===== src/rtl/bcd_scan_if.sv =====
// bcd_scan_if: control inputs and decoder/anode outputs of the 8-digit BCD scanner
interface bcd_scan_if;
  logic        display_en;
  logic [31:0] digits_in;
  logic        load;
  logic        lead_zero_blank;
  logic        lamp_test;
  logic [3:0]  bcd;
  logic        enable;
  logic        seg7all_on;
  logic [7:0]  an;
  logic [2:0]  digit_idx;
  logic        frame_done;
  modport master (output display_en, digits_in, load, lead_zero_blank, lamp_test,
                  input bcd, enable, seg7all_on, an, digit_idx, frame_done);
  modport slave  (input display_en, digits_in, load, lead_zero_blank, lamp_test,
                  output bcd, enable, seg7all_on, an, digit_idx, frame_done);
endinterface


===== src/rtl/bcd_scan_8digit.sv =====
// bcd_scan_8digit: double-buffered 8-digit BCD multiplex scanner with blanking guard
module bcd_scan_8digit #(
  parameter int DIGIT_CYCLES = 50000,
  parameter int BLANK_CYCLES = 500
) (
  input logic clk,
  input logic rst_n,
  bcd_scan_if.slave bus
);
  localparam int MX = DIGIT_CYCLES > BLANK_CYCLES ? DIGIT_CYCLES : BLANK_CYCLES;
  localparam int CW = $clog2(MX > 2 ? MX : 2);
  localparam logic [CW-1:0] DL = CW'(DIGIT_CYCLES - 1);
  localparam logic [CW-1:0] BL = CW'(BLANK_CYCLES == 0 ? 0 : BLANK_CYCLES - 1);
  typedef enum logic [1:0] {IDLE, SHOW, BLANK} state_t;
  state_t state, n_state;
  logic [2:0] idx, n_idx;
  logic [CW-1:0] cnt, n_cnt;
  logic [31:0] active, n_active, pending, n_pending, upper;
  logic pend, n_pend, fb, show;
  // next scan position, frame boundary and buffer commit; outputs are registered from these
  always_comb begin
    n_state = state;
    n_idx = idx;
    n_cnt = cnt + 1'b1;
    fb = 1'b0;
    if (!bus.display_en) begin
      n_state = IDLE;
      n_idx = 3'd0;
      n_cnt = '0;
    end else if (state == IDLE) begin
      n_state = SHOW;
      n_idx = 3'd0;
      n_cnt = '0;
    end else if (state == SHOW && cnt == DL) begin
      n_cnt = '0;
      if (BLANK_CYCLES == 0) begin
        n_idx = idx + 3'd1;
        fb = idx == 3'd7;
      end else n_state = BLANK;
    end else if (state == BLANK && cnt == BL) begin
      n_state = SHOW;
      n_cnt = '0;
      n_idx = idx + 3'd1;
      fb = idx == 3'd7;
    end
    n_active = active;
    n_pending = pending;
    n_pend = pend;
    if (bus.load && state == IDLE) n_active = bus.digits_in;
    else if (bus.load && fb) begin
      n_active = bus.digits_in;
      n_pend = 1'b0;
    end else if (bus.load) begin
      n_pending = bus.digits_in;
      n_pend = 1'b1;
    end else if (fb && pend) begin
      n_active = pending;
      n_pend = 1'b0;
    end
    show = n_state == SHOW;
    upper = n_active >> {n_idx, 2'b00};
  end
  // scan state, display buffers and registered decoder/anode outputs
  always_ff @(posedge clk or negedge rst_n) begin
    if (!rst_n) begin
      state <= IDLE;
      idx <= 3'd0;
      cnt <= '0;
      active <= '0;
      pending <= '0;
      pend <= 1'b0;
      bus.an <= 8'hFF;
      bus.bcd <= 4'd0;
      bus.enable <= 1'b0;
      bus.seg7all_on <= 1'b0;
      bus.digit_idx <= 3'd0;
      bus.frame_done <= 1'b0;
    end else begin
      state <= n_state;
      idx <= n_idx;
      cnt <= n_cnt;
      active <= n_active;
      pending <= n_pending;
      pend <= n_pend;
      bus.an <= show ? ~(8'b1 << n_idx) : 8'hFF;
      bus.bcd <= show ? upper[3:0] : 4'd0;
      bus.enable <= show && (bus.lamp_test || !bus.lead_zero_blank || n_idx == 3'd0 || upper != 32'd0);
      bus.seg7all_on <= show && bus.lamp_test;
      bus.digit_idx <= n_idx;
      bus.frame_done <= fb;
    end
  end
endmodule


===== src/flat_wrapper.sv =====
// flat-port wrapper written by rule: the top's interface ports become plain ports
module bcd_scan_8digit_flat 
#(
  parameter int DIGIT_CYCLES = 50000,
  parameter int BLANK_CYCLES = 500
)
  (clk, rst_n, bus_display_en, bus_digits_in, bus_load, bus_lead_zero_blank, bus_lamp_test, bus_bcd, bus_enable, bus_seg7all_on, bus_an, bus_digit_idx, bus_frame_done);
  bcd_scan_if bus_i ();
  input logic clk;
  input logic rst_n;
  input wire logic [$bits(bus_i.display_en)-1:0] bus_display_en;
  input wire logic [$bits(bus_i.digits_in)-1:0] bus_digits_in;
  input wire logic [$bits(bus_i.load)-1:0] bus_load;
  input wire logic [$bits(bus_i.lead_zero_blank)-1:0] bus_lead_zero_blank;
  input wire logic [$bits(bus_i.lamp_test)-1:0] bus_lamp_test;
  output wire logic [$bits(bus_i.bcd)-1:0] bus_bcd;
  output wire logic [$bits(bus_i.enable)-1:0] bus_enable;
  output wire logic [$bits(bus_i.seg7all_on)-1:0] bus_seg7all_on;
  output wire logic [$bits(bus_i.an)-1:0] bus_an;
  output wire logic [$bits(bus_i.digit_idx)-1:0] bus_digit_idx;
  output wire logic [$bits(bus_i.frame_done)-1:0] bus_frame_done;
  assign bus_i.display_en = bus_display_en;
  assign bus_i.digits_in = bus_digits_in;
  assign bus_i.load = bus_load;
  assign bus_i.lead_zero_blank = bus_lead_zero_blank;
  assign bus_i.lamp_test = bus_lamp_test;
  assign bus_bcd = bus_i.bcd;
  assign bus_enable = bus_i.enable;
  assign bus_seg7all_on = bus_i.seg7all_on;
  assign bus_an = bus_i.an;
  assign bus_digit_idx = bus_i.digit_idx;
  assign bus_frame_done = bus_i.frame_done;
  bcd_scan_8digit #(.DIGIT_CYCLES(DIGIT_CYCLES), .BLANK_CYCLES(BLANK_CYCLES)) u_core (.clk(clk), .rst_n(rst_n), .bus(bus_i));
endmodule

===== config.mk =====
export PLATFORM = sky130hd
export DESIGN_NAME = bcd_scan_8digit_flat
export DESIGN_NICKNAME = d
export VERILOG_FILES = /design/src/rtl/bcd_scan_if.sv /design/src/rtl/bcd_scan_8digit.sv /design/src/flat_wrapper.sv
export SDC_FILE = /design/constraint.sdc
export NUM_CORES = 1
export LEC_CHECK = 0
export BUFFER_PORTS_ARGS = -buffer_cell sky130_fd_sc_hd__buf_2
export CAP_MARGIN = 20
export CORE_UTILIZATION = 29
export DETAILED_ROUTE_END_ITERATION = 10
export GPL_TIMING_DRIVEN = 0
export HOLD_SLACK_MARGIN = 0.05
export SLEW_MARGIN = 10
export SYNTH_ARGS = -nofsm -noshare
export SYNTH_HDL_FRONTEND = slang
export SYNTH_SLANG_ARGS = --single-unit

===== constraint.sdc =====
create_clock -name clk -period 4.6 [get_ports clk]
set_input_delay 0.92 -clock clk [delete_from_list [all_inputs] [get_ports clk]]
set_output_delay 0.92 -clock clk [all_outputs]
set_load 0.005 [all_outputs]

# --- Word-level counts from Yosys, hierarchy flattened ---
# Cells that the tools add are included.
word_totals:
  ff_bits: 101
  out_inout_bits: 18
  elab_cells: 66
classes:
  add_sub_neg: 2
  n_eq_ne: 6
  shift: 2
  muxes: 25
  n_bitwise: 3
  n_reduce_logical: 17
ops:
  columns: ["operator", "n"]
  rows:
  - ["2-to-1 mux 32 bit", 4]
  - ["2-to-1 mux 16 bit", 4]
  - ["nonzero test 32 bit", 1]
  - [">> shifter 32 x 5 -> 32 bit", 1]
  - ["adder 16 x 1 -> 16 bit, second input constant", 1]
  - ["equality test 16 bit, second input constant", 1]
  - ["equality test 16 x 9 -> 1 bit, second input constant", 1]
  - ["2-to-1 mux 3 bit", 4]
  - ["2-to-1 mux 2 bit", 4]
  - ["2-to-1 mux 8 bit", 1]
  - ["inverter 8 bit", 1]
  - ["<< shifter 1 x 3 -> 8 bit, first input constant", 1]
  - ["logical AND 1 bit", 7]
  - ["2-to-1 mux 1 bit", 7]
  - ["equality test 2 x 1 -> 1 bit, second input constant", 2]
  - ["2-to-1 mux 4 bit", 1]
  - ["adder 3 x 1 -> 3 bit, second input constant", 1]
  - ["equality test 3 bit, second input constant", 1]
  - ["zero test 3 bit", 1]
  - ["logical OR 1 bit", 3]
  - ["AND reduction 3 bit", 1]
  - ["nonzero test 3 bit", 1]
  - ["equality test 2 bit, second input constant", 1]
  - ["zero test 2 bit", 1]
  - ["other kinds (3)", 4]

# --- Logic depth before layout (Yosys ltp) ---
logic_depth:
  depth_word: 15
  depth_mapped: 16

# --- Worst setup path after synthesis ---
# Ideal clock, no wire load.
synth_path:
  path_type: "register to register"
  start: "register u_core.cnt[0]"
  end: "register u_core.bus.enable"
  setup_time_ns: 0.131
  t_arrival_ns: 3.347
  slack_ns: 1.122
  stages_incl_launch_ff: 13
  n_path_buf: 1
  period_less_slack_ns: 3.478
  cell_sequence: "dfrtp_1 -> ha_1 -> or4b_1 -> nor3_1 -> and2_1 -> buf_2 -> mux2i_1 -> inv_2 -> or4b_1 -> a2111oi_0 -> a41oi_1 -> o31ai_1 -> o21ai_1"
synth_between:
  elab_chain_len: 15
synth_rtl:
  columns: ["element", "line_no", "rtl"]
  rows:
  - ["start, declared", "bcd_scan_8digit.sv:17", "logic [CW-1:0] cnt, n_cnt;"]
  - ["start signal, assigned", "bcd_scan_8digit.sv:81", "cnt <= n_cnt;"]
  - ["equality test 16 x 9 -> 1 bit", "bcd_scan_8digit.sv:40", "end else if (state == BLANK && cnt == BL) begin"]
  - ["logical AND 1 bit", "bcd_scan_8digit.sv:40", null]
  - ["2-to-1 mux 1 bit", "bcd_scan_8digit.sv:40", null]
  - ["2-to-1 mux 1 bit", "bcd_scan_8digit.sv:34", "end else if (state == SHOW && cnt == DL) begin"]
  - ["2-to-1 mux 1 bit", "bcd_scan_8digit.sv:30", "end else if (state == IDLE) begin"]
  - ["2-to-1 mux 1 bit", "bcd_scan_8digit.sv:26", "if (!bus.display_en) begin"]
  - ["logical AND 1 bit", "bcd_scan_8digit.sv:56", "end else if (fb && pend) begin"]
  - ["2-to-1 mux 32 bit", "bcd_scan_8digit.sv:56", null]
  - ["2-to-1 mux 32 bit", "bcd_scan_8digit.sv:53", "end else if (bus.load) begin"]
  - ["2-to-1 mux 32 bit", "bcd_scan_8digit.sv:50", "else if (bus.load && fb) begin"]
  - ["2-to-1 mux 32 bit", "bcd_scan_8digit.sv:49", "if (bus.load && state == IDLE) n_active = bus.digits_in;"]
  - [">> shifter 32 x 5 -> 32 bit", "bcd_scan_8digit.sv:61", "upper = n_active >> {n_idx, 2'b00};"]
  - ["nonzero test 32 bit", "bcd_scan_8digit.sv:87", "bus.enable <= show && (bus.lamp_test || !bus.lead_zero_blank || n_idx == 3'd0 || upper != 32'd0);"]
  - ["logical OR 1 bit", "bcd_scan_8digit.sv:87", null]
  - ["logical AND 1 bit (*)", "bcd_scan_8digit.sv:87", null]
  - ["end signal, assigned", "bcd_scan_8digit.sv:87", null]
  - ["end, declared", "bcd_scan_if.sv:17", "output bcd, enable, seg7all_on, an, digit_idx, frame_done);"]
# Mark *: on every way between the ends. The rest lies on a longest branch, timed or not.
# A chain may end at the register's enable or synchronous reset.

# --- Final worst setup path ---
# Same ends and word-level chain as after synthesis.

==> flow_summary.json <==
{
  "status": "complete, no violations",
  "synth_nets": 538,
  "placedCellCount": 778,
  "gp_congestion": 0.932,
  "insertion_delay_ns": 0.36,
  "clkPwrFrac_pct": 38.7,
  "r2r_slack_ns": 0.39,
  "initial_core_util_pct": 29.7,
  "cts.clk_slew.worst_paths_ns": 0.06,
  "grt_pass1_wl_mm": 23.4,
  "die_w_um": 135,
  "period_share_pct": 91.5,
  "final.setup.tns_ns": 0,
  "p_comb_share_pct": 13.5,
  "root_buffer": "clkbuf_16",
  "drt_pre_antenna_iters": 5,
  "grt_start_max_net_pins": 52,
  "yosysSeqAreaShare_pct": 49.4,
  "wl_met1_mm": 6.65,
  "whs_ns": 0.476,
  "critPathArrivalTime_ns": 4.41,
  "cp_slowest_cell": "mux2i_2",
  "rsz0062_at_grt": "no",
  "antenna_found_initial": 0,
  "synth_area_per_cell_sq_um": 10.3,
  "dr_total_vias": 4085,
  "final_util_pct": 35.0,
  "criticalPathCategory": "flop to flop",
  "ys_warn_count": 0,
  "fin_nets": 605,
  "r2r_cells": 12,
  "r2r_end": "u_core.bus.enable$_DFF_PN0_",
  "numCtsBuffers": 9,
  "finalCriticalPeriod_ns": 4.21,
  "dieArea_sq_mm": 0.0182,
  "seqPwrFrac_pct": 47.8,
  "hold_viol": 0,
  "drv_cap": 0,
  "cp_max_fo": 9,
  "required_ns": 4.81,
  "slew_headroom_pct": 44.6,
  "top_layer_used": "met4",
  "cts_sinks": 101,
  "wl_met2_mm": 6.74,
  "grt_use_total_pct": 17.1,
  "whs_endpoint": "u_core.cnt[0]$_DFF_PN0_",
  "wl_per_cell_um": 18.3,
  "min-delay-start": "u_core.cnt[0]$_DFF_PN0_",
  "slowest_delay_ns": 0.65,
  "num_rows": 48,
  "coreArea_sq_mm": 0.0173,
  "cp_top_family": "simple AND/OR/NAND/NOR gates",
  "wirelength_mm": 14.6,
  "fp.dieH_um": 135,
  "ys_ff_latch": 101,
  "whs_path_depth": 1,
  "p_switching_uw": 538,
  "initialDrtViolationCount": 364,
  "synth_area_sq_mm": 0.00514,
  "switching_share_pct": 25.3,
  "setup_viol": 0,
  "hold_buffers": 0,
  "final_cell_count_no_fill": 794,
  "cts.path.max_buffers": 2,
  "diodes": 0,
  "max_freq_ghz": 0.238,
  "area.sequential_sq_mm": 0.00254,
  "synthToLayoutAreaGrowth_pct": 17.9,
  "cts_setup_buffers": 0,
  "tightest_slew_ns": 0.832,
  "startpoint_type": "flop",
  "cts_resized": 0,
  "drive_above_1_share_pct": 26.5,
  "synth-main-ff-cell": "dfrtp_1",
  "hpwl_mm": 11.0,
  "p_leak_uw": 0.00255,
  "fillers": 1820,
  "route.antenna.remaining_nets": 0,
  "synth.distinct_cells": 58,
  "htreeDepth": 3,
  "multiInputGateArea_sq_mm": 0.00243,
  "syn_inst": 497,
  "grt_overflow": 0,
  "report.final.slew_viol_count": 0,
  "path_buf_inv": 2,
  "reg2reg_from": "u_core.cnt[0]$_DFF_PN0_",
  "peakVddDrop_mv": 0.209,
  "drc": 0,
  "synth_edf_count": 0,
  "hold_path_class": "flop to flop",
  "path_cells": "ha_1 -> or4b_1 -> nor3_1 -> and2_1 -> buf_2 -> mux2i_2 -> inv_2 -> or4b_1 -> a2111oi_0 -> a41oi_1 -> o31ai_1 -> o21ai_1",
  "grt_pass1_vias": 4311,
  "p_int_uw": 1590,
  "p_per_area_mw_per_mm2": 351,
  "clock_skew_ns": 0.00750,
  "route.met3.wl_um": 894,
  "port_buffers": 55,
  "async_flop_share_pct": 100,
  "via_per_inst": 5.14,
  "pre_cts_ws_ns": 0.163,
  "layout_setup_ws_ns": 0.393,
  "cp-end-kind": "flop",
  "crit_path_frequent_cell": "or4b_1",
  "ios": 56,
  "cts_tree": "yes"
}
==> per-stage QoR <==
stage	power, uW	instance area, sq um
global route	2230	6050
floorplan	1200	5140
global placement	1300	5690
detailed placement	1320	5720
finish	2130	6050
CTS	2150	6050
==> layout make-up <==
class,count,share of cell area (%)
Sequential cell,101,41.9
Clock buffer,11,4.01
Buffer,25,2.17
Clock inverter,5,1.38
Inverter,10,0.620
Multi-Input combinational cell,361,40.2
Tap cell,225,4.65
Timing Repair Buffer,56,5.04
==> synthesized netlist by cell type (3+ instances only) <==
library cell / instances / share of area [%]
xor2_1: 8 / 1.4
buf_4: 5 / 0.73
dfrtp_1: 93 / 45
mux2_2: 44 / 9.6
nor4_1: 4 / 0.49
inv_1: 8 / 0.58
mux2i_1: 34 / 6.6
nor3_1: 18 / 1.8
and3_1: 6 / 0.73
a22oi_1: 3 / 0.44
nand4_1: 8 / 0.97
nand2_1: 47 / 3.4
nand3_1: 17 / 1.7
o2bb2ai_1: 3 / 0.51
ha_1: 3 / 0.73
o211ai_1: 3 / 0.44
o31ai_1: 4 / 0.58
buf_2: 9 / 0.88
a31oi_1: 3 / 0.37
clkbuf_1: 9 / 0.66
xnor2_1: 6 / 1.0
a211oi_1: 4 / 0.58
nor2_1: 61 / 4.5
o21ai_0: 7 / 0.68
o21ai_1: 13 / 1.3
a21oi_1: 22 / 2.1
dfstp_2: 8 / 4.1
a221o_1: 4 / 0.78
==> worst max path at each step <==
stage	cells past startpoint	endpoint	startpoint	slack, ns
final	12	u_core.bus.enable$_DFF_PN0_	u_core.cnt[0]$_DFF_PN0_	0.39
after global routing	12	u_core.bus.enable$_DFF_PN0_	u_core.cnt[0]$_DFF_PN0_	0.19
after CTS	12	u_core.bus.enable$_DFF_PN0_	u_core.cnt[0]$_DFF_PN0_	0.13
after detailed placement	12	u_core.bus.enable$_DFF_PN0_	u_core.cnt[0]$_DFF_PN0_	0.16
after global placement	12	u_core.bus.enable$_DFF_PN0_	u_core.cnt[0]$_DFF_PN0_	0.28
after floorplan	12	u_core.bus.enable$_DFF_PN0_	u_core.cnt[0]$_DFF_PN0_	1.12
==> worst reg2reg max path: cells and delay by family, from the launching register on <==
family | cells | cell delay [ns]
AOI/OAI and AO/OA | 4 | 0.90
adders and majority gates | 1 | 0.23
buffers and inverters | 2 | 0.43
DFF | 1 | 0.37
muxes | 1 | 0.65
and+or+nand+nor | 4 | 1.48
==> flip-flops by register name (all words and copies together), names as in the netlist, 2 cells and up <==
signal                count
u_core.active            32
u_core.pending           32
u_core.cnt               16
u_core.bus.an             8
u_core.bus.bcd            4
u_core.bus.digit_idx      3
u_core.state              2
==> logic make-up (layout without fill, tap and decap cells) <==
family / Yosys count / after routing / synth area share (%)
adder cells (fa/ha/maj): 3 / 3 / 0.731
multiplexers: 80 / 80 / 16.9
AO/OA/AOI/OAI: 84 / 84 / 10.9
flip-flops: 101 / 101 / 49.4
XOR/XNOR: 14 / 14 / 2.39
buffers and inverters: 35 / 107 / 3.29
AND/OR/NAND/NOR: 180 / 180 / 16.4
==> placed cells by master (no fill, tap or decap), types with 3 or more instances in the layout <==
master      n
a22oi_1     3
o2bb2ai_1   3
nor2_1     61
nand3_1    17
buf_2      63
mux2i_1    33
a21oi_1    22
a211oi_1    4
inv_1       8
nand4_1     8
nor3_1     18
ha_1        3
a221o_1     4
dfrtp_1    93
and3_1      6
clkbuf_16   9
mux2_2     44
buf_4       6
o21ai_1    13
xnor2_1     6
o21ai_0     7
clkbuf_1   10
o31ai_1     4
nand2_1    47
nor4_1      4
a31oi_1     3
dfstp_2     8
o211ai_1    3
xor2_1      8
==> power groups by stage <==
stage	clock (uW)	combinational (uW)	sequential (uW)
floorplan	0	178	1020
global placement	0	275	1030
detailed placement	0	286	1030
CTS	849	287	1020
global route	887	317	1030
finish	823	286	1020
==> routing by layer <==
metal | GRT usage (%) | vias up
li1 | - | 1903
met1 | 22.4 | 2024
met2 | 27.2 | 134
met3 | 4.80 | 24
met4 | 5.12 | 0
met5 | 0 | -
Power figures use the tool's default switching activity.
